### config.mk
export PLATFORM = sky130hd
export DESIGN_NAME = rf_write_tracer
export DESIGN_NICKNAME = d
export VERILOG_FILES = /design/src/rtl/rf_write_tracer_pkg.sv /design/src/rtl/rf_trace_fifo.sv /design/src/rtl/rf_write_tracer.sv
export SDC_FILE = /design/constraint.sdc
export NUM_CORES = 1
export LEC_CHECK = 0
export ABC_AREA = 1
export CAP_MARGIN = 10
export CELL_PAD_IN_SITES_DETAIL_PLACEMENT = 0
export CELL_PAD_IN_SITES_GLOBAL_PLACEMENT = 1
export CORE_MARGIN = 2
export CORE_UTILIZATION = 46
export CTS_BUF_LIST = sky130_fd_sc_hd__clkbuf_8
export CTS_CLUSTER_DIAMETER = 150
export DETAILED_ROUTE_END_ITERATION = 10
export PLACE_DENSITY_LB_ADDON = 0.3
export SYNTH_ARGS = -nofsm -noshare
export SYNTH_HDL_FRONTEND = slang
export SYNTH_SLANG_ARGS = --single-unit
### constraint.sdc
create_clock -name clock -period 3.2 [get_ports clock]
set_input_delay 0.64 -clock clock [delete_from_list [all_inputs] [get_ports clock]]
set_output_delay 0.64 -clock clock [all_outputs]
set_load 0.01 [all_outputs]
### src/rtl/rf_write_tracer_pkg.sv
// Shared register-file trace constants, capture bundle and packed entry field offsets.
package rf_write_tracer_pkg;

  localparam int RF_ADDR_W   = 5;
  localparam int RF_DATA_W   = 32;
  localparam int RSTATUS_REG = 30;

  // Packed entry word is {ts, reg, data}; ts is present only when timestamps are built.
  localparam int DATA_LSB     = 0;
  localparam int REG_LSB      = DATA_LSB + RF_DATA_W;
  localparam int TS_LSB       = REG_LSB + RF_ADDR_W;
  localparam int ENTRY_BASE_W = TS_LSB;

  typedef struct packed {
    logic [RF_ADDR_W-1:0] addr;
    logic [RF_DATA_W-1:0] data;
  } rf_wr_t;

endpackage

### src/rtl/rf_trace_fifo.sv
// Generic show-ahead FIFO: head word visible combinationally, level tracks occupancy.
module rf_trace_fifo #(
  parameter int WIDTH = 37,
  parameter int DEPTH = 16
) (
  input  logic                       clock,
  input  logic                       reset,
  input  logic                       push_i,
  input  logic                       pop_i,
  input  logic [WIDTH-1:0]           wdata_i,
  output logic [WIDTH-1:0]           rdata_o,
  output logic                       full_o,
  output logic                       empty_o,
  output logic [$clog2(DEPTH):0]     level_o
);
  localparam int PW = $clog2(DEPTH);
  localparam int LW = PW + 1;

  logic [WIDTH-1:0] mem_q [DEPTH];
  logic [PW-1:0]    wr_q, rd_q;
  logic [LW-1:0]    level_q, level_d;
  logic             push_ok, pop_ok;

  assign full_o  = (level_q == LW'(DEPTH));
  assign empty_o = (level_q == '0);
  assign level_o = level_q;
  assign rdata_o = mem_q[rd_q];

  // A push into a full FIFO is accepted only when the head leaves at the same edge.
  assign pop_ok  = pop_i & ~empty_o;
  assign push_ok = push_i & (~full_o | pop_ok);

  always_comb begin
    level_d = level_q;
    case ({push_ok, pop_ok})
      2'b10:   level_d = level_q + 1'b1;
      2'b01:   level_d = level_q - 1'b1;
      default: level_d = level_q;
    endcase
  end

  always_ff @(posedge clock) begin
    if (push_ok) mem_q[wr_q] <= wdata_i;
  end

  always_ff @(posedge clock or posedge reset) begin
    if (reset) begin
      wr_q    <= '0;
      rd_q    <= '0;
      level_q <= '0;
    end else begin
      if (push_ok) wr_q <= wr_q + 1'b1;
      if (pop_ok)  rd_q <= rd_q + 1'b1;
      level_q <= level_d;
    end
  end

endmodule

### src/rtl/rf_write_tracer.sv
// Register-file write tracer: qualifies writes, timestamps them and streams them out of a FIFO.
// Timestamp counter and per-entry ts storage exist only with RF_TRACE_TIMESTAMP_EN defined.
module rf_write_tracer
  import rf_write_tracer_pkg::*;
#(
  parameter int DEPTH      = 16,
  parameter int TS_WIDTH   = 32,
  parameter int DROP_WIDTH = 16
) (
  input  logic                      clock,
  input  logic                      reset,
  input  logic                      enable,
  input  logic                      clear,
  input  logic                      rf_we,
  input  logic [RF_ADDR_W-1:0]      rf_waddr,
  input  logic [RF_DATA_W-1:0]      rf_wdata,
  output logic                      out_valid,
  input  logic                      out_ready,
  output logic [RF_ADDR_W-1:0]      out_reg,
  output logic [RF_DATA_W-1:0]      out_data,
  output logic [TS_WIDTH-1:0]       out_ts,
  output logic                      out_is_rstatus,
  output logic [$clog2(DEPTH):0]    level,
  output logic                      overflow,
  output logic [DROP_WIDTH-1:0]     drop_count
);
`ifdef RF_TRACE_TIMESTAMP_EN
  localparam int EW = ENTRY_BASE_W + TS_WIDTH;
`else
  localparam int EW = ENTRY_BASE_W;
`endif

  rf_wr_t          wr;
  logic [EW-1:0]   push_word, head_word;
  logic            capture, pop, full, empty, drop;
  logic            ovf_q, ovf_d;
  logic [DROP_WIDTH-1:0] cnt_q, cnt_d;

  assign wr      = '{addr: rf_waddr, data: rf_wdata};
  assign capture = enable & rf_we & (rf_waddr != '0);
  assign pop     = out_valid & out_ready;
  assign drop    = capture & full & ~pop;

`ifdef RF_TRACE_TIMESTAMP_EN
  logic [TS_WIDTH-1:0] ts_q;

  always_ff @(posedge clock or posedge reset) begin
    if (reset) ts_q <= '0;
    else       ts_q <= ts_q + 1'b1;
  end

  assign push_word = {ts_q, wr};
  assign out_ts    = out_valid ? head_word[TS_LSB +: TS_WIDTH] : '0;
`else
  assign push_word = wr;
  assign out_ts    = '0;
`endif

  rf_trace_fifo #(.WIDTH(EW), .DEPTH(DEPTH)) u_fifo (
    .clock   (clock),
    .reset   (reset),
    .push_i  (capture),
    .pop_i   (pop),
    .wdata_i (push_word),
    .rdata_o (head_word),
    .full_o  (full),
    .empty_o (empty),
    .level_o (level)
  );

  // Fields are masked while empty so stale memory never shows and reset reads as zero.
  assign out_valid      = ~empty;
  assign out_reg        = out_valid ? head_word[REG_LSB +: RF_ADDR_W] : '0;
  assign out_data       = out_valid ? head_word[DATA_LSB +: RF_DATA_W] : '0;
  assign out_is_rstatus = out_valid & (out_reg == RF_ADDR_W'(RSTATUS_REG));

  // A drop outranks a same-edge clear: the drop is recorded on a freshly cleared count.
  always_comb begin
    ovf_d = ovf_q;
    cnt_d = cnt_q;
    if (drop) begin
      ovf_d = 1'b1;
      if (clear)            cnt_d = DROP_WIDTH'(1);
      else if (cnt_q != '1) cnt_d = cnt_q + 1'b1;
    end else if (clear) begin
      ovf_d = 1'b0;
      cnt_d = '0;
    end
  end

  always_ff @(posedge clock or posedge reset) begin
    if (reset) begin
      ovf_q <= 1'b0;
      cnt_q <= '0;
    end else begin
      ovf_q <= ovf_d;
      cnt_q <= cnt_d;
    end
  end

  assign overflow   = ovf_q;
  assign drop_count = cnt_q;

endmodule

Word level (Yosys, flattened, before mapping)
Memories as Yosys holds them, arrays and structs flattened.
Index checks and enable logic that the tools add are counted.
{"block": "op_classes", "n_mux": 11, "eq_ne": 5, "add_sub_neg": 5, "n_reduce_logical": 6, "n_bitwise": 12}
{"op": "$mux W16", "count": 4}
{"op": "$mux W32", "count": 1}
{"op": "$add A16 B1 Y16 const B", "count": 1}
{"op": "$ne A16 B16 Y1 const B", "count": 1}
{"op": "$eq A5 B5 Y1 const B", "count": 2}
{"op": "$pmux W5 S2", "count": 1}
{"op": "$add A4 B1 Y4 const B", "count": 2}
{"op": "$and A1 B1 Y1", "count": 8}
{"op": "$reduce_bool A2 Y1", "count": 3}
{"op": "$add A5 B1 Y5 const B", "count": 1}
{"op": "$logic_not A5 Y1", "count": 1}
{"op": "$mux W5", "count": 1}
{"op": "$reduce_bool A5 Y1", "count": 1}
{"op": "$sub A5 B1 Y5 const B", "count": 1}
{"op": "$mux W1", "count": 4}
{"op": "$not A1 Y1", "count": 3}
{"op": "$eq A2 B1 Y1 const B", "count": 1}
{"op": "$eq A2 B2 Y1 const B", "count": 1}
{"op": "$reduce_and A2 Y1", "count": 1}
{"op": "$or A1 B1 Y1", "count": 1}
{"block": "totals", "wordCells": 45, "in_bits": 43, "memories": 1, "ramBits": 592, "ff_bits": 30}
{"memory": "u_fifo.mem_q", "depth": 16, "word_bits": 37, "rd": 1, "rd_ports_with_merged_regs": 0, "write_ports": 1, "line": "rf_trace_fifo.sv:19", "source": "logic [WIDTH-1:0] mem_q [DEPTH];"}

Logic depth before layout (Yosys ltp)
Gate-level depths: netlist of the first run.
{"block": "logic_depth", "ltp_word": 8, "depth_mapped": 14, "depth_no_buf": 14}

Modules after synthesis
A second synthesis of the first run with hierarchy kept.
{"block": "unflattened", "cells_unflattened": 2101, "area_unflattened_um2": 25893.6}
{"mod": "rf_trace_fifo", "instances": 1, "cells_per_inst": 1824, "seq_area_each_um2": 18102.4, "area_per_inst_um2": 24220.7}
{"mod": "rf_write_tracer", "instances": 1, "cells_per_inst": 277, "seq_area_each_um2": 425.4, "area_per_inst_um2": 1672.9}

Worst setup path before layout of the first run
No wires, ideal clock.
{"block": "synth_path", "path_kind": "input -> register", "start": "input port rf_waddr[3]", "end": "memory u_fifo.mem_q[11][0] (enable)", "required_ns": 2.769, "slack_ns": -0.157, "path_stages": 8, "path_buffers": 0, "arrival_ns": 2.926, "setup_time_ns": 0.431, "path_cell_list": "nor2_1 -> nand3b_1 -> nand2_1 -> nor2_2 -> inv_1 -> nor2_1 -> inv_1 -> nor2_1"}
{"block": "synth_via", "elab_chain_cells": 5}
{"item": "start: declaration", "line": "rf_write_tracer.sv:15", "source": "input logic [RF_ADDR_W-1:0] rf_waddr,"}
{"item": "$reduce_bool A5 Y1", "line": "rf_write_tracer.sv:40", "source": "assign capture = enable & rf_we & (rf_waddr != '0);"}
{"item": "$and A1 B1 Y1", "line": "rf_write_tracer.sv:40"}
{"item": "$and A1 B1 Y1", "line": "rf_trace_fifo.sv:31", "source": "assign push_ok = push_i & (~full_o | pop_ok);"}
{"item": "$mux W1", "line": "rf_trace_fifo.sv:43", "source": "if (push_ok) mem_q[wr_q] <= wdata_i;"}
{"item": "$mux W1 (implied by the code)", "line": "rf_trace_fifo.sv:43"}
{"item": "end: declaration", "line": "rf_trace_fifo.sv:19"}
Every way passes these cells.

Worst setup path in the final report of the first run
{"block": "layout_path", "start": "register u_fifo.rd_q[0]", "end": "output port out_data[23]"}
{"block": "layout_via", "elab_chain_cells": 2}
{"item": "start: declaration", "line": "rf_trace_fifo.sv:20", "source": "logic [PW-1:0] wr_q, rd_q;"}
{"item": "start signal: assignment", "line": "rf_trace_fifo.sv:53", "source": "if (pop_ok) rd_q <= rd_q + 1'b1;"}
{"item": "$mem_v2 Z16 W37"}
{"item": "$mux W32", "line": "rf_write_tracer.sv:74", "source": "assign out_data = out_valid ? head_word[DATA_LSB +: RF_DATA_W] : '0;"}
{"item": "end: declaration", "line": "rf_write_tracer.sv:20", "source": "output logic [RF_DATA_W-1:0] out_data,"}
Every way passes these cells.

==> impl_results.html, run 1 <==
<table>
<tr><th>Metric</th><th>Value</th></tr>
<tr><th colspan="2">Run status</th></tr>
<tr><td>Status</td><td>finished with violations</td></tr>
<tr><td>Violated checks</td><td>setup timing</td></tr>
<tr><th colspan="2">Worst setup path</th></tr>
<tr><td>Most prevalent standard cell on the critical path</td><td>buf_12</td></tr>
<tr><td>Setup Crit Path Kind</td><td>reg2out</td></tr>
<tr><td>Maximum fanout encountered on the critical timing path</td><td>8</td></tr>
<tr><td>Largest incremental delay on the critical path</td><td>0.57 ns</td></tr>
<tr><td>Critical path capture point type</td><td>output port</td></tr>
<tr><td>Critical Path, Cell by Cell</td><td>buf_12 -&gt; buf_16 -&gt; buf_12 -&gt; clkbuf_16 -&gt; o21ai_2 -&gt; nor2_1 -&gt; o31ai_2 -&gt; a21oi_2 -&gt; buf_2</td></tr>
<tr><td>Worst path arrival time</td><td>2.57 ns</td></tr>
<tr><td>Buffers &amp; Inverters on Critical Path</td><td>5</td></tr>
<tr><td>Largest delay share family, worst path</td><td>buffers and inverters</td></tr>
<tr><td>Slowest cell on the critical path</td><td>dfrtp_4</td></tr>
<tr><td>Required time of the critical path</td><td>2.56 ns</td></tr>
<tr><td>Sort of element at the start of the critical path</td><td>flop</td></tr>
<tr><th colspan="2">STA</th></tr>
<tr><td>Final worst-path cycle share</td><td>100%</td></tr>
<tr><td>Hold Worst Slack</td><td>0.348 ns</td></tr>
<tr><td>Number of pins with negative max-slew slack in the final report</td><td>0</td></tr>
<tr><td>Fmax achieved</td><td>311 MHz</td></tr>
<tr><td>Endpoints failing hold</td><td>0</td></tr>
<tr><td>RSZ-0062 raised after global routing</td><td>yes</td></tr>
<tr><td>Clock Skews</td><td>0.0195 ns</td></tr>
<tr><td>Setup TNS</td><td>-0.0115 ns</td></tr>
<tr><td>Actual transition at the worst max-transition pin</td><td>0.644 ns</td></tr>
<tr><td>Relative slew slack</td><td>57.0%</td></tr>
<tr><td>Setup-violating endpoint count in the final report</td><td>1</td></tr>
<tr><td>Worst Setup Slack, final</td><td>-0.0115 ns</td></tr>
<tr><td>Minimum clock period</td><td>3.21 ns</td></tr>
<tr><th colspan="2">Synth</th></tr>
<tr><td>Number of distinct library cell variants in the gate-level netlist after synthesis</td><td>36</td></tr>
<tr><td>Synth top area share</td><td>68.6%</td></tr>
<tr><td>Most instantiated library cell after synthesis</td><td>nand2_1</td></tr>
<tr><td>Post-synthesis sequential area ratio</td><td>71.5%</td></tr>
<tr><td>Cell Area, Synth</td><td>0.0259 mm2</td></tr>
<tr><td>Share of synthesized registers carrying an async set or reset</td><td>4.82%</td></tr>
<tr><td>Top cells by area, synth</td><td>edfxtp_1 (69%), nand2_1 (9.1%), nand3_1 (3.7%), a21oi_1 (3.2%), dfrtp_1 (2.9%)</td></tr>
<tr><td>Leading post-synthesis cells by instance count</td><td>nand2_1 (627), edfxtp_1 (592), nand3_1 (191), nor2_1 (177), a21oi_1 (168)</td></tr>
<tr><td>Top cell type by total area after synthesis</td><td>edfxtp_1</td></tr>
<tr><td>Mean instance size in the synthesized netlist</td><td>11.7 um2</td></tr>
<tr><td>Cells after Synth</td><td>2,215</td></tr>
<tr><td>Main synth FF type</td><td>edfxtp_1</td></tr>
<tr><td>Count of warnings emitted by yosys</td><td>0</td></tr>
<tr><td>Count of flip-flops with a built-in enable after synthesis</td><td>592</td></tr>
<tr><td>Total of flip-flops plus latches after synthesis</td><td>622</td></tr>
<tr><th colspan="2">Floorplan</th></tr>
<tr><td>Cell row count</td><td>87</td></tr>
<tr><td>I/O pin total</td><td>136</td></tr>
<tr><td>Horizontal die dimension</td><td>241 um</td></tr>
<tr><td>Starting Density</td><td>46.3%</td></tr>
<tr><td>Die outline area</td><td>0.0583 mm2</td></tr>
<tr><td>Height of the chip</td><td>241 um</td></tr>
<tr><td>Total core area</td><td>0.0561 mm2</td></tr>
<tr><th colspan="2">Clocking</th></tr>
<tr><td>Clock Pin Slew Worst Setup and Hold Paths</td><td>0.06 ns</td></tr>
<tr><td>Total number of clock tree sinks</td><td>622</td></tr>
<tr><td>Clock insertion delay at the later pin of the skew report</td><td>0.69 ns</td></tr>
<tr><td># H-tree levels</td><td>3</td></tr>
<tr><td>Inserted Clock Buffers</td><td>103</td></tr>
<tr><td>Number of hold buffers added after cts</td><td>0</td></tr>
<tr><td>Clock tree from TritonCTS</td><td>done</td></tr>
<tr><td>Clock root buffer</td><td>clkbuf_8</td></tr>
<tr><td>Maximum count of clock buffers along a single path</td><td>3</td></tr>
<tr><th colspan="2">Power</th></tr>
<tr><td>Pleak</td><td>12.0 nW</td></tr>
<tr><td>Power Total</td><td>28.4 mW</td></tr>
<tr><td>Worst-case vdd ir drop</td><td>0.549 mV</td></tr>
<tr><td>Power per unit of standard cell area</td><td>879 mW/mm2</td></tr>
<tr><th colspan="2">Run</th></tr>
<tr><td>Number of maximum-capacitance violations</td><td>0</td></tr>
<tr><th colspan="2">Placed design</th></tr>
<tr><td>Final Wtd Congestion</td><td>0.801</td></tr>
<tr><td>Setup Slack @ Placement</td><td>0.159 ns</td></tr>
<tr><td>Post-Place Cell Area</td><td>0.0284 mm2</td></tr>
<tr><td>Port-buffer cells</td><td>103</td></tr>
<tr><td>HPWL reported at the end of detailed placement</td><td>35,700 um</td></tr>
<tr><th colspan="2">Global routing</th></tr>
<tr><td>Aggregate global-route resource usage</td><td>24.0%</td></tr>
<tr><td>Number of global-route vias before repair</td><td>17,300</td></tr>
<tr><td>Sum of overflow across all layers after global routing</td><td>0</td></tr>
<tr><td>Number of antenna violations at the first check in global routing</td><td>3</td></tr>
<tr><td>Global-route wire length before repair</td><td>104,000 um</td></tr>
<tr><td>Maximum number of pins on one net before global-route repair</td><td>59</td></tr>
<tr><th colspan="2">Drt</th></tr>
<tr><td>Number of nets with antenna violations after routing</td><td>0</td></tr>
<tr><td>DR pass1 iterations</td><td>5</td></tr>
<tr><td>Final wirelength</td><td>70,700 um</td></tr>
<tr><td>WL per Instance</td><td>21.4 um</td></tr>
<tr><td>Violation count after the first detailed-routing iteration</td><td>1,703</td></tr>
<tr><td>Detail-routed via count per cell</td><td>5.39</td></tr>
<tr><td>Detailed-route DRC error count</td><td>0</td></tr>
<tr><td>Total number of vias</td><td>17,800</td></tr>
<tr><th colspan="2">Finish</th></tr>
<tr><td>Area growth from synthesis to layout</td><td>24.5%</td></tr>
<tr><td>Layout cells sized above 1</td><td>21.7%</td></tr>
<tr><td>Final net count</td><td>2,507</td></tr>
<tr><td>Reg area</td><td>0.0185 mm2</td></tr>
<tr><td>Final Cell Area</td><td>0.0323 mm2</td></tr>
<tr><td>Footprint of the multi-input gates</td><td>0.00725 mm2</td></tr>
<tr><td>Filler cell count</td><td>4,598</td></tr>
<tr><th colspan="2">Worst hold path</th></tr>
<tr><td>Worst Hold Class</td><td>in2async</td></tr>
</table>
layout make-up:
type	instances	share of cell area [%]
Multi-Input combinational cell	1402	22.4
Clock inverter	83	1.23
Antenna cell	2	0.0155
Timing Repair Buffer	261	10.5
Inverter	62	0.806
Sequential cell	622	57.4
Timing Repair inverter	2	0.0775
Clock buffer	106	4.52
Tap cell	756	2.93
cell families (layout without fill, tap and decap cells):
| family | count (synthesis) | after routing | synth area share, % |
|---|---|---|---|
| AOI/OAI and AO/OA | 317 | 317 | 6.85 |
| other | 1 | 34 | 0.0145 |
| and+or+nand+nor | 1027 | 1027 | 16.2 |
| buffers and inverters | 222 | 514 | 4.43 |
| DFF | 622 | 622 | 71.5 |
| xor gates and xnor gates | 16 | 16 | 0.540 |
| adders and majority gates | 10 | 10 | 0.511 |
stage by stage:
step	std cells	utilization, %
detailed placement	3032	50.6
finish	3296	57.6
global placement	3032	50.6
global route	3295	57.6
floorplan	2246	-
CTS	3271	56.1
cells in the final DEF (no fill, tap or decap), drive strengths merged, types with 30 or more instances in the layout:
cell | netlist | routed
clkbuf | 44 | 113
inv | 62 | 104
a21oi | 168 | 168
nand3 | 196 | 196
buf | 116 | 183
conb | 1 | 32
clkinv | 0 | 40
nand2 | 629 | 629
dfrtp | 30 | 30
clkdlybuf4s50 | 0 | 65
o21ai | 82 | 82
o31ai | 64 | 64
nor2 | 180 | 180
edfxtp | 592 | 592
flip-flops by register name (all words and copies together) (netlist names):
signal and count:
u_fifo.rd_q 4, u_fifo.wr_q 4, drop_count 16, u_fifo.level_o 5, u_fifo.mem_q 592, overflow 1
final timing paths:
| check | startpoint | to | slack (ns) | depth (start not counted) |
|---|---|---|---|---|
| max | u_fifo.rd_q[0] | out_data[23] | -0.01 | 9 |
| min | reset | drop_count[11] | 0.35 | 3 |
| max reg2reg | u_fifo.level_o[1] | u_fifo.level_o[4] | 0.62 | 14 |
| min reg2reg | overflow | overflow | 0.50 | 2 |
| max in group asynchronous | reset | u_fifo.rd_q[1] | 2.48 | 3 |
| min in group clock | overflow | overflow | 0.50 | 2 |
per-layer routing:
layer / up-vias / share of wire [%] / track usage, %
met1: 8782 / 43 / 32.8
met4: 2 / 2.1 / 7.59
met2: 645 / 48 / 39.0
li1: 8232 / - / -
met3: 105 / 6.4 / 4.55
met5: - / 0.018 / 0
where the power goes:
group | leakage [nW] | internal [mW] | switching (mW) | total, mW
Clock | 1.10 | 3.23 | 3.14 | 6.37
Combinational | 5.22 | 5.08 | 7.32 | 12.4
Sequential | 5.72 | 9.38 | 0.219 | 9.60
tightest hold or removal path, cell delays in order:
cell and delay, ns:
clkdlybuf4s50_1 0.39, inv_1 0.05, buf_4 0.38
what timing repair did:
action / 4_1_cts / 5_1_grt
endpoints found under the hold margin: 0 / 0
setup endpoints to repair: 38 / 38
resized for setup: 287 / 168
gates cloned: 25 / 8
buffers inserted: 26 / 21
pin swaps: 62 / 78
No activity file was read; power rests on OpenSTA's default activity.
==> run 2: changes to the inputs <==
REMOVE_ABC_BUFFERS = 1   (was default)
==> impl_results.html, run 2 (synthesis gave the netlist of run 1 again) <==
<table>
<tr><th>Metric</th><th>Value</th></tr>
<tr><th colspan="2">Placed design</th></tr>
<tr><td>Post-Place Cell Area</td><td>0.0284 mm2 (about the same)</td></tr>
<tr><td>HPWL reported at the end of detailed placement</td><td>35,400 um (-0.96%)</td></tr>
<tr><td>Final Wtd Congestion</td><td>0.809 (+0.97%)</td></tr>
<tr><td>Port-buffer cells</td><td>103 (unchanged)</td></tr>
<tr><th colspan="2">Worst setup path</th></tr>
<tr><td>Critical path capture point type</td><td>output port</td></tr>
<tr><td>Maximum fanout encountered on the critical timing path</td><td>7 (-1)</td></tr>
<tr><td>Sort of element at the start of the critical path</td><td>flop</td></tr>
<tr><td>Setup Crit Path Kind</td><td>reg2out</td></tr>
<tr><td>Required time of the critical path</td><td>2.56 ns (about the same)</td></tr>
<tr><td>Worst path arrival time</td><td>2.61 ns (+0.04 ns)</td></tr>
<tr><th colspan="2">Floorplan</th></tr>
<tr><td>Total core area</td><td>0.0561 mm2 (unchanged)</td></tr>
<tr><td>Height of the chip</td><td>241 um (unchanged)</td></tr>
<tr><td>I/O pin total</td><td>136 (unchanged)</td></tr>
<tr><td>Starting Density</td><td>46.3% (unchanged)</td></tr>
<tr><td>Cell row count</td><td>87 (unchanged)</td></tr>
<tr><td>Horizontal die dimension</td><td>241 um (unchanged)</td></tr>
<tr><td>Die outline area</td><td>0.0583 mm2 (unchanged)</td></tr>
<tr><th colspan="2">Drt</th></tr>
<tr><td>Violation count after the first detailed-routing iteration</td><td>1,439 (-16%)</td></tr>
<tr><td>WL per Instance</td><td>21.5 um (+0.19%)</td></tr>
<tr><td>Final wirelength</td><td>70,100 um (-0.84%)</td></tr>
<tr><td>Detailed-route DRC error count</td><td>0 (unchanged)</td></tr>
<tr><td>Total number of vias</td><td>17,600 (-0.74%)</td></tr>
<tr><td>Detail-routed via count per cell</td><td>5.41 (+0.29%)</td></tr>
<tr><td>DR pass1 iterations</td><td>5 (unchanged)</td></tr>
<tr><td>Number of nets with antenna violations after routing</td><td>0 (unchanged)</td></tr>
<tr><th colspan="2">Global routing</th></tr>
<tr><td>Sum of overflow across all layers after global routing</td><td>0 (unchanged)</td></tr>
<tr><td>Global-route wire length before repair</td><td>103,000 um (-0.95%)</td></tr>
<tr><td>Aggregate global-route resource usage</td><td>23.8% (-0.16 points)</td></tr>
<tr><td>Maximum number of pins on one net before global-route repair</td><td>60 (+1.7%)</td></tr>
<tr><td>Number of antenna violations at the first check in global routing</td><td>2 (-1)</td></tr>
<tr><td>Number of global-route vias before repair</td><td>17,200 (-1.0%)</td></tr>
<tr><th colspan="2">Clocking</th></tr>
<tr><td>Clock insertion delay at the later pin of the skew report</td><td>0.69 ns (about the same)</td></tr>
<tr><td>Total number of clock tree sinks</td><td>622 (unchanged)</td></tr>
<tr><td>Maximum count of clock buffers along a single path</td><td>3 (unchanged)</td></tr>
<tr><td># H-tree levels</td><td>3 (unchanged)</td></tr>
<tr><td>Clock tree from TritonCTS</td><td>done</td></tr>
<tr><td>Number of hold buffers added after cts</td><td>0 (unchanged)</td></tr>
<tr><td>Inserted Clock Buffers</td><td>100 (-2.9%)</td></tr>
<tr><td>Clock Pin Slew Worst Setup and Hold Paths</td><td>0.06 ns (about the same)</td></tr>
<tr><td>Clock root buffer</td><td>clkbuf_8</td></tr>
<tr><th colspan="2">STA</th></tr>
<tr><td>Setup-violating endpoint count in the final report</td><td>7 (+6)</td></tr>
<tr><td>Fmax achieved</td><td>307 MHz (-1.3%)</td></tr>
<tr><td>Final worst-path cycle share</td><td>102% (+1.3 points)</td></tr>
<tr><td>RSZ-0062 raised after global routing</td><td>yes</td></tr>
<tr><td>Clock Skews</td><td>0.0402 ns (+0.0207 ns)</td></tr>
<tr><td>Relative slew slack</td><td>52.3% (-4.6 points)</td></tr>
<tr><td>Worst Setup Slack, final</td><td>-0.0543 ns (-0.0427 ns)</td></tr>
<tr><td>Endpoints failing hold</td><td>0 (unchanged)</td></tr>
<tr><td>Number of pins with negative max-slew slack in the final report</td><td>0 (unchanged)</td></tr>
<tr><td>Minimum clock period</td><td>3.25 ns (+0.0427 ns)</td></tr>
<tr><td>Actual transition at the worst max-transition pin</td><td>0.714 ns (+0.0707 ns)</td></tr>
<tr><td>Hold Worst Slack</td><td>0.364 ns (+0.0151 ns)</td></tr>
<tr><th colspan="2">Finish</th></tr>
<tr><td>Filler cell count</td><td>4,636 (+0.83%)</td></tr>
<tr><td>Commonest non-fill, non-tap cells in the layout</td><td>nand2_1 (592), edfxtp_1 (592), nand3_1 (169)</td></tr>
<tr><td>Area growth from synthesis to layout</td><td>21.9%</td></tr>
<tr><td>Reg area</td><td>0.0185 mm2 (unchanged)</td></tr>
<tr><td>Most flop-heavy register</td><td>u_fifo.mem_q</td></tr>
<tr><td>Footprint of the multi-input gates</td><td>0.00707 mm2 (-2.4%)</td></tr>
<tr><td>Final Cell Area</td><td>0.0316 mm2 (-2.1%)</td></tr>
<tr><td>Number of flip-flops in the largest register</td><td>592 (unchanged)</td></tr>
<tr><td>Final net count</td><td>2,479 (-1.1%)</td></tr>
<tr><td>Layout cells sized above 1</td><td>18.9% (-2.8 points)</td></tr>
<tr><th colspan="2">Power</th></tr>
<tr><td>Pint</td><td>16.9 mW (-4.2%)</td></tr>
<tr><td>Net switching power</td><td>10.4 mW (-2.7%)</td></tr>
<tr><td>Worst-case vdd ir drop</td><td>0.478 mV (-13%)</td></tr>
<tr><td>Power per unit of standard cell area</td><td>865 mW/mm2 (-1.6%)</td></tr>
<tr><td>Pleak</td><td>11.7 nW (-2.7%)</td></tr>
<tr><td>Share of total power in sequential cells</td><td>35.1% (+1.3 points)</td></tr>
<tr><td>Switching share of power</td><td>38.0% (+0.37 points)</td></tr>
<tr><td>Clock network fraction of total power</td><td>22.4% (about the same)</td></tr>
<tr><td>Part of the total power dissipated in combinational logic</td><td>42.5% (-1.2 points)</td></tr>
<tr><th colspan="2">Run status</th></tr>
<tr><td>Violated checks</td><td>setup timing</td></tr>
<tr><td>Status</td><td>finished with violations</td></tr>
<tr><th colspan="2">Run</th></tr>
<tr><td>Number of maximum-capacitance violations</td><td>0 (unchanged)</td></tr>
<tr><th colspan="2">Worst hold path</th></tr>
<tr><td>Worst Hold Class</td><td>in2async</td></tr>
</table>
## run 2: changes by cell type in the layout (fill, tap and decap cells not counted), sizes merged
cell	change
clkdlybuf4s15	+8
inv	+3
diode	-1
bufbuf	-3
clkinv	-11
clkbuf	+5
buf	-37
bufinv	-2
dlygate4sd2	+3
clkinvlp	+1
## run 2: area by class of cell
class	instances	area share, %
clock buffers	107	4.66
clock inverters	74	0.978
well taps	756	2.99
multi-input cells	1402	22.4
repair inverters	2	0.103
flip-flops and latches	622	58.6
diodes	1	0.00792
repair buffers	236	9.44
inverters	62	0.811
## run 2: worst paths after layout
kind                                   start                 to  slack, ns  depth (start not counted)
setup / recovery              u_fifo.rd_q[0]     out_is_rstatus      -0.05                         12
setup reg to reg           u_fifo.level_o[1]  u_fifo.level_o[4]       0.58                         14
hold reg to reg            u_fifo.level_o[0]  u_fifo.level_o[0]       0.53                          1
min in group clock         u_fifo.level_o[0]  u_fifo.level_o[0]       0.53                          1
hold / removal                         reset           overflow       0.36                          2
max in group asynchronous              reset     drop_count[14]       2.16                          3
## run 2: through the flow
step	total power [mW]	cells	utilization, %	TNS [ns]	setup slack (ns)
after global routing	28.8	3262	56.4	-2.45	-0.159
after CTS	26.5	3247	55.2	-0.552	-0.0916
final	27.3	3262	56.4	-0.170	-0.0543
after floorplan	14.6	2086	-	-260.97	-5.79
after global placement	19.1	3033	50.6	0	0.110
after detailed placement	19.2	3033	50.6	0	0.0958
## run 2: routing by layer
layer	global-route usage (%)	vias to the layer above	share of wire (%)
met2	39.3	706	48
met3	4.48	127	7.1
met4	8.40	2	2.7
met5	0	-	0.010
li1	-	8146	-
met1	31.8	8653	42
## run 2: critical path, stage by stage (launching register included)
cell and delay [ns]:
dfrtp_4 0.58, inv_16 0.13, buf_8 0.13, buf_4 0.12, nand2_1 0.05, nand3_1 0.07
nand3_1 0.09, nand2_1 0.12, nand2_2 0.08, nand2_2 0.11, nand3_2 0.12, nor2_2 0.10
clkdlybuf4s15_2 0.22
## run 2: timing repair
| action | in CTS | in global routing |
|---|---|---|
| pin swaps | 48 | 53 |
| gates resized for setup | 242 | 127 |
| endpoints found under the setup margin | 38 | 38 |
| cloned | 16 | 8 |
| buffers inserted | 19 | 7 |
| endpoints found under the hold margin | 0 | 0 |
## run 2: power by group through the flow
stage | Combinational [mW] | Clock [mW] | Sequential, mW
global placement | 9.36 | 0 | 9.74
CTS | 10.7 | 6.24 | 9.58
detailed placement | 9.45 | 0 | 9.75
finish | 11.6 | 6.13 | 9.59
floorplan | 4.39 | 0 | 10.2
global route | 12.6 | 6.57 | 9.62
==> run 3: changes to the inputs <==
PLACE_DENSITY = 0.77   (was default)
PLACE_DENSITY_LB_ADDON = default   (was 0.3)
==> impl_results.html, run 3 (synthesis gave the netlist of run 1 again) <==
<table>
<tr><th>Metric</th><th>Value</th></tr>
<tr><th colspan="2">Run status</th></tr>
<tr><td>Status</td><td>finished with violations</td></tr>
<tr><td>Violated checks</td><td>setup timing</td></tr>
<tr><th colspan="2">Global routing</th></tr>
<tr><td>Number of antenna violations at the first check in global routing</td><td>1 (-1)</td></tr>
<tr><td>Sum of overflow across all layers after global routing</td><td>0 (unchanged)</td></tr>
<tr><td>Aggregate global-route resource usage</td><td>22.8% (-0.99 points)</td></tr>
<tr><td>Number of global-route vias before repair</td><td>16,800 (-2.1%)</td></tr>
<tr><td>Maximum number of pins on one net before global-route repair</td><td>63 (+5.0%)</td></tr>
<tr><td>Global-route wire length before repair</td><td>99,600 um (-3.1%)</td></tr>
<tr><th colspan="2">Placed design</th></tr>
<tr><td>HPWL reported at the end of detailed placement</td><td>35,800 um (+1.3%)</td></tr>
<tr><td>Placed cell count</td><td>3,034 (+0.033%)</td></tr>
<tr><td>Port-buffer cells</td><td>103 (unchanged)</td></tr>
<tr><td>Post-Place Cell Area</td><td>0.0284 mm2 (about the same)</td></tr>
<tr><td>Final Wtd Congestion</td><td>0.801 (-0.93%)</td></tr>
<tr><th colspan="2">Floorplan</th></tr>
<tr><td>Die outline area</td><td>0.0583 mm2 (unchanged)</td></tr>
<tr><td>Cell row count</td><td>87 (unchanged)</td></tr>
<tr><td>Horizontal die dimension</td><td>241 um (unchanged)</td></tr>
<tr><td>Height of the chip</td><td>241 um (unchanged)</td></tr>
<tr><td>Total core area</td><td>0.0561 mm2 (unchanged)</td></tr>
<tr><td>I/O pin total</td><td>136 (unchanged)</td></tr>
<tr><td>Starting Density</td><td>46.3% (unchanged)</td></tr>
<tr><th colspan="2">Clocking</th></tr>
<tr><td>Total number of clock tree sinks</td><td>622 (unchanged)</td></tr>
<tr><td>Clock root buffer</td><td>clkbuf_8</td></tr>
<tr><td>Number of hold buffers added after cts</td><td>0 (unchanged)</td></tr>
<tr><td>Clock tree from TritonCTS</td><td>done</td></tr>
<tr><td>Inserted Clock Buffers</td><td>100 (unchanged)</td></tr>
<tr><td>Clock insertion delay at the later pin of the skew report</td><td>0.67 ns (-0.02 ns)</td></tr>
<tr><td># H-tree levels</td><td>3 (unchanged)</td></tr>
<tr><td>Maximum count of clock buffers along a single path</td><td>3 (unchanged)</td></tr>
<tr><td>Clock Pin Slew Worst Setup and Hold Paths</td><td>0.06 ns (about the same)</td></tr>
<tr><th colspan="2">Drt</th></tr>
<tr><td>Detailed-route DRC error count</td><td>0 (unchanged)</td></tr>
<tr><td>Violation count after the first detailed-routing iteration</td><td>1,515 (+5.3%)</td></tr>
<tr><td>Detail-routed via count per cell</td><td>5.37 (-0.65%)</td></tr>
<tr><td>Total number of vias</td><td>17,500 (-0.74%)</td></tr>
<tr><td>Number of nets with antenna violations after routing</td><td>0 (unchanged)</td></tr>
<tr><td>WL per Instance</td><td>20.6 um (-4.0%)</td></tr>
<tr><td>Final wirelength</td><td>67,200 um (-4.1%)</td></tr>
<tr><td>DR pass1 iterations</td><td>6 (+1)</td></tr>
<tr><th colspan="2">Finish</th></tr>
<tr><td>Final net count</td><td>2,480 (+0.040%)</td></tr>
<tr><td>Number of flip-flops in the largest register</td><td>592 (unchanged)</td></tr>
<tr><td>Final Cell Area</td><td>0.0316 mm2 (about the same)</td></tr>
<tr><td>Area growth from synthesis to layout</td><td>22.0% (about the same)</td></tr>
<tr><td>Most flop-heavy register</td><td>u_fifo.mem_q</td></tr>
<tr><td>ANT cells</td><td>0 (-1)</td></tr>
<tr><td>Most common cell after layout, fill and taps aside</td><td>nand2_1</td></tr>
<tr><td>Reg area</td><td>0.0185 mm2 (unchanged)</td></tr>
<tr><td>Post-route insts no fill</td><td>3,259 (-0.092%)</td></tr>
<tr><td>Footprint of the multi-input gates</td><td>0.00697 mm2 (-1.5%)</td></tr>
<tr><td>Filler cell count</td><td>4,577 (-1.3%)</td></tr>
<tr><td>Layout cells sized above 1</td><td>18.3% (-0.54 points)</td></tr>
<tr><td>Commonest non-fill, non-tap cells in the layout</td><td>nand2_1 (610), edfxtp_1 (592), nand3_1 (165)</td></tr>
<tr><th colspan="2">STA</th></tr>
<tr><td>Worst Setup Slack, final</td><td>-0.0119 ns (+0.0424 ns)</td></tr>
<tr><td>Clock Skews</td><td>0.0237 ns (-0.0164 ns)</td></tr>
<tr><td>RSZ-0062 raised after global routing</td><td>yes</td></tr>
<tr><td>Endpoints failing hold</td><td>0 (unchanged)</td></tr>
<tr><td>Hold Worst Slack</td><td>0.366 ns (+0.00225 ns)</td></tr>
<tr><td>Relative slew slack</td><td>54.9% (+2.6 points)</td></tr>
<tr><td>Number of pins with negative max-slew slack in the final report</td><td>0 (unchanged)</td></tr>
<tr><td>Actual transition at the worst max-transition pin</td><td>0.674 ns (-0.0402 ns)</td></tr>
<tr><td>Minimum clock period</td><td>3.21 ns (-0.0424 ns)</td></tr>
<tr><td>Setup-violating endpoint count in the final report</td><td>1 (-6)</td></tr>
<tr><td>Final worst-path cycle share</td><td>100% (-1.3 points)</td></tr>
<tr><td>Fmax achieved</td><td>311 MHz (+1.3%)</td></tr>
<tr><th colspan="2">Power</th></tr>
<tr><td>Power Total</td><td>27.6 mW (+0.76%)</td></tr>
<tr><td>Power per unit of standard cell area</td><td>871 mW/mm2 (+0.68%)</td></tr>
<tr><td>Worst-case vdd ir drop</td><td>0.456 mV (-4.5%)</td></tr>
<tr><td>Pleak</td><td>11.7 nW (+0.17%)</td></tr>
<tr><th colspan="2">Worst setup path</th></tr>
<tr><td>Required time of the critical path</td><td>2.56 ns (about the same)</td></tr>
<tr><td>Worst path arrival time</td><td>2.57 ns (-0.04 ns)</td></tr>
<tr><td>Setup Crit Path Kind</td><td>reg2out</td></tr>
<tr><td>Critical path capture point type</td><td>output port</td></tr>
<tr><td>Maximum fanout encountered on the critical timing path</td><td>19 (+12)</td></tr>
<tr><td>Sort of element at the start of the critical path</td><td>flop</td></tr>
<tr><td>Startpoint of the worst-slack reg-to-reg timing path</td><td>u_fifo.level_o[1]</td></tr>
<tr><td>Critical Path Source</td><td>u_fifo.rd_q[0]</td></tr>
<tr><th colspan="2">Worst hold path</th></tr>
<tr><td>Worst Hold Class</td><td>in2async</td></tr>
<tr><th colspan="2">Run</th></tr>
<tr><td>Number of maximum-capacitance violations</td><td>0 (unchanged)</td></tr>
</table>
run 3: cell types whose count changed in the layout (fill, tap and decap cells not counted), moves of 8 or more:
| cell | previous run | this run |
|---|---|---|
| buf_2 | 21 | 35 |
| nand2_1 | 592 | 610 |
| o21ai_0 | 46 | 54 |
| inv_1 | 96 | 85 |
| buf_6 | 13 | 5 |
| nand2_2 | 29 | 18 |
run 3: worst paths after layout:
| path | slack (ns) | cells past startpoint | endpoint |
|---|---|---|---|
| worst min register to register | 0.52 | 2 | overflow |
| worst max-delay path | -0.01 | 9 | out_data[27] |
| worst max register to register | 0.54 | 15 | u_fifo.level_o[4] |
| max in group asynchronous | 2.48 | 3 | u_fifo.rd_q[0] |
| min in group clock | 0.52 | 2 | overflow |
| worst min-delay path | 0.37 | 3 | drop_count[13] |
run 3: what timing repair did:
action | 4_1_cts | 5_1_grt
gates resized for setup | 246 | 105
pin swaps | 44 | 47
gates cloned | 18 | 6
setup buffers | 16 | 10
endpoints found under the setup margin | 38 | 36
run 3: cell type report:
type / count / share of cell area (%)
repair inverters: 2 / 0.123
clock buffers: 105 / 4.57
inverters: 62 / 0.787
repair buffers: 237 / 9.49
well taps: 756 / 2.99
clock inverters: 73 / 1.42
multi-input cells: 1402 / 22.0
flip-flops and latches: 622 / 58.6
run 3: worst max-delay path: stages, from the launching register on:
cell and delay [ns]:
dfrtp_4 0.44, buf_12 0.17, bufbuf_16 0.32, nand2_1 0.06, nand3_1 0.09, nand2_1 0.07, a21oi_2 0.19, o31ai_2 0.12
a21oi_1 0.18, clkdlybuf4s15_2 0.24
run 3: stage by stage:
stage                     worst slack, ns  util, %  TNS (ns)
after global placement              0.205     50.6         0
after global routing               -0.116     56.4     -1.05
after detailed placement            0.165     50.6         0
after floorplan                     -5.79        -   -260.97
final                             -0.0119     56.4   -0.0119
after CTS                         -0.0595     55.5    -0.498
run 3: metal layers:
layer / global-route usage, % / wire (um) / part of all wire [%]
met1: 31.0 / 28500 / 42
met2: 37.3 / 32300 / 48
met3: 4.01 / 4590 / 6.8
met4: 8.10 / 1850 / 2.7
met5: 0 / 12 / 0.018
run 3: power by group:
| part | switching [mW] | internal [mW] | leakage (nW) |
|---|---|---|---|
| clock | 3.04 | 3.50 | 1.09 |
| sequential | 0.179 | 9.38 | 5.72 |
| combinational | 6.95 | 4.51 | 4.94 |
| total | 10.2 | 17.4 | 11.7 |
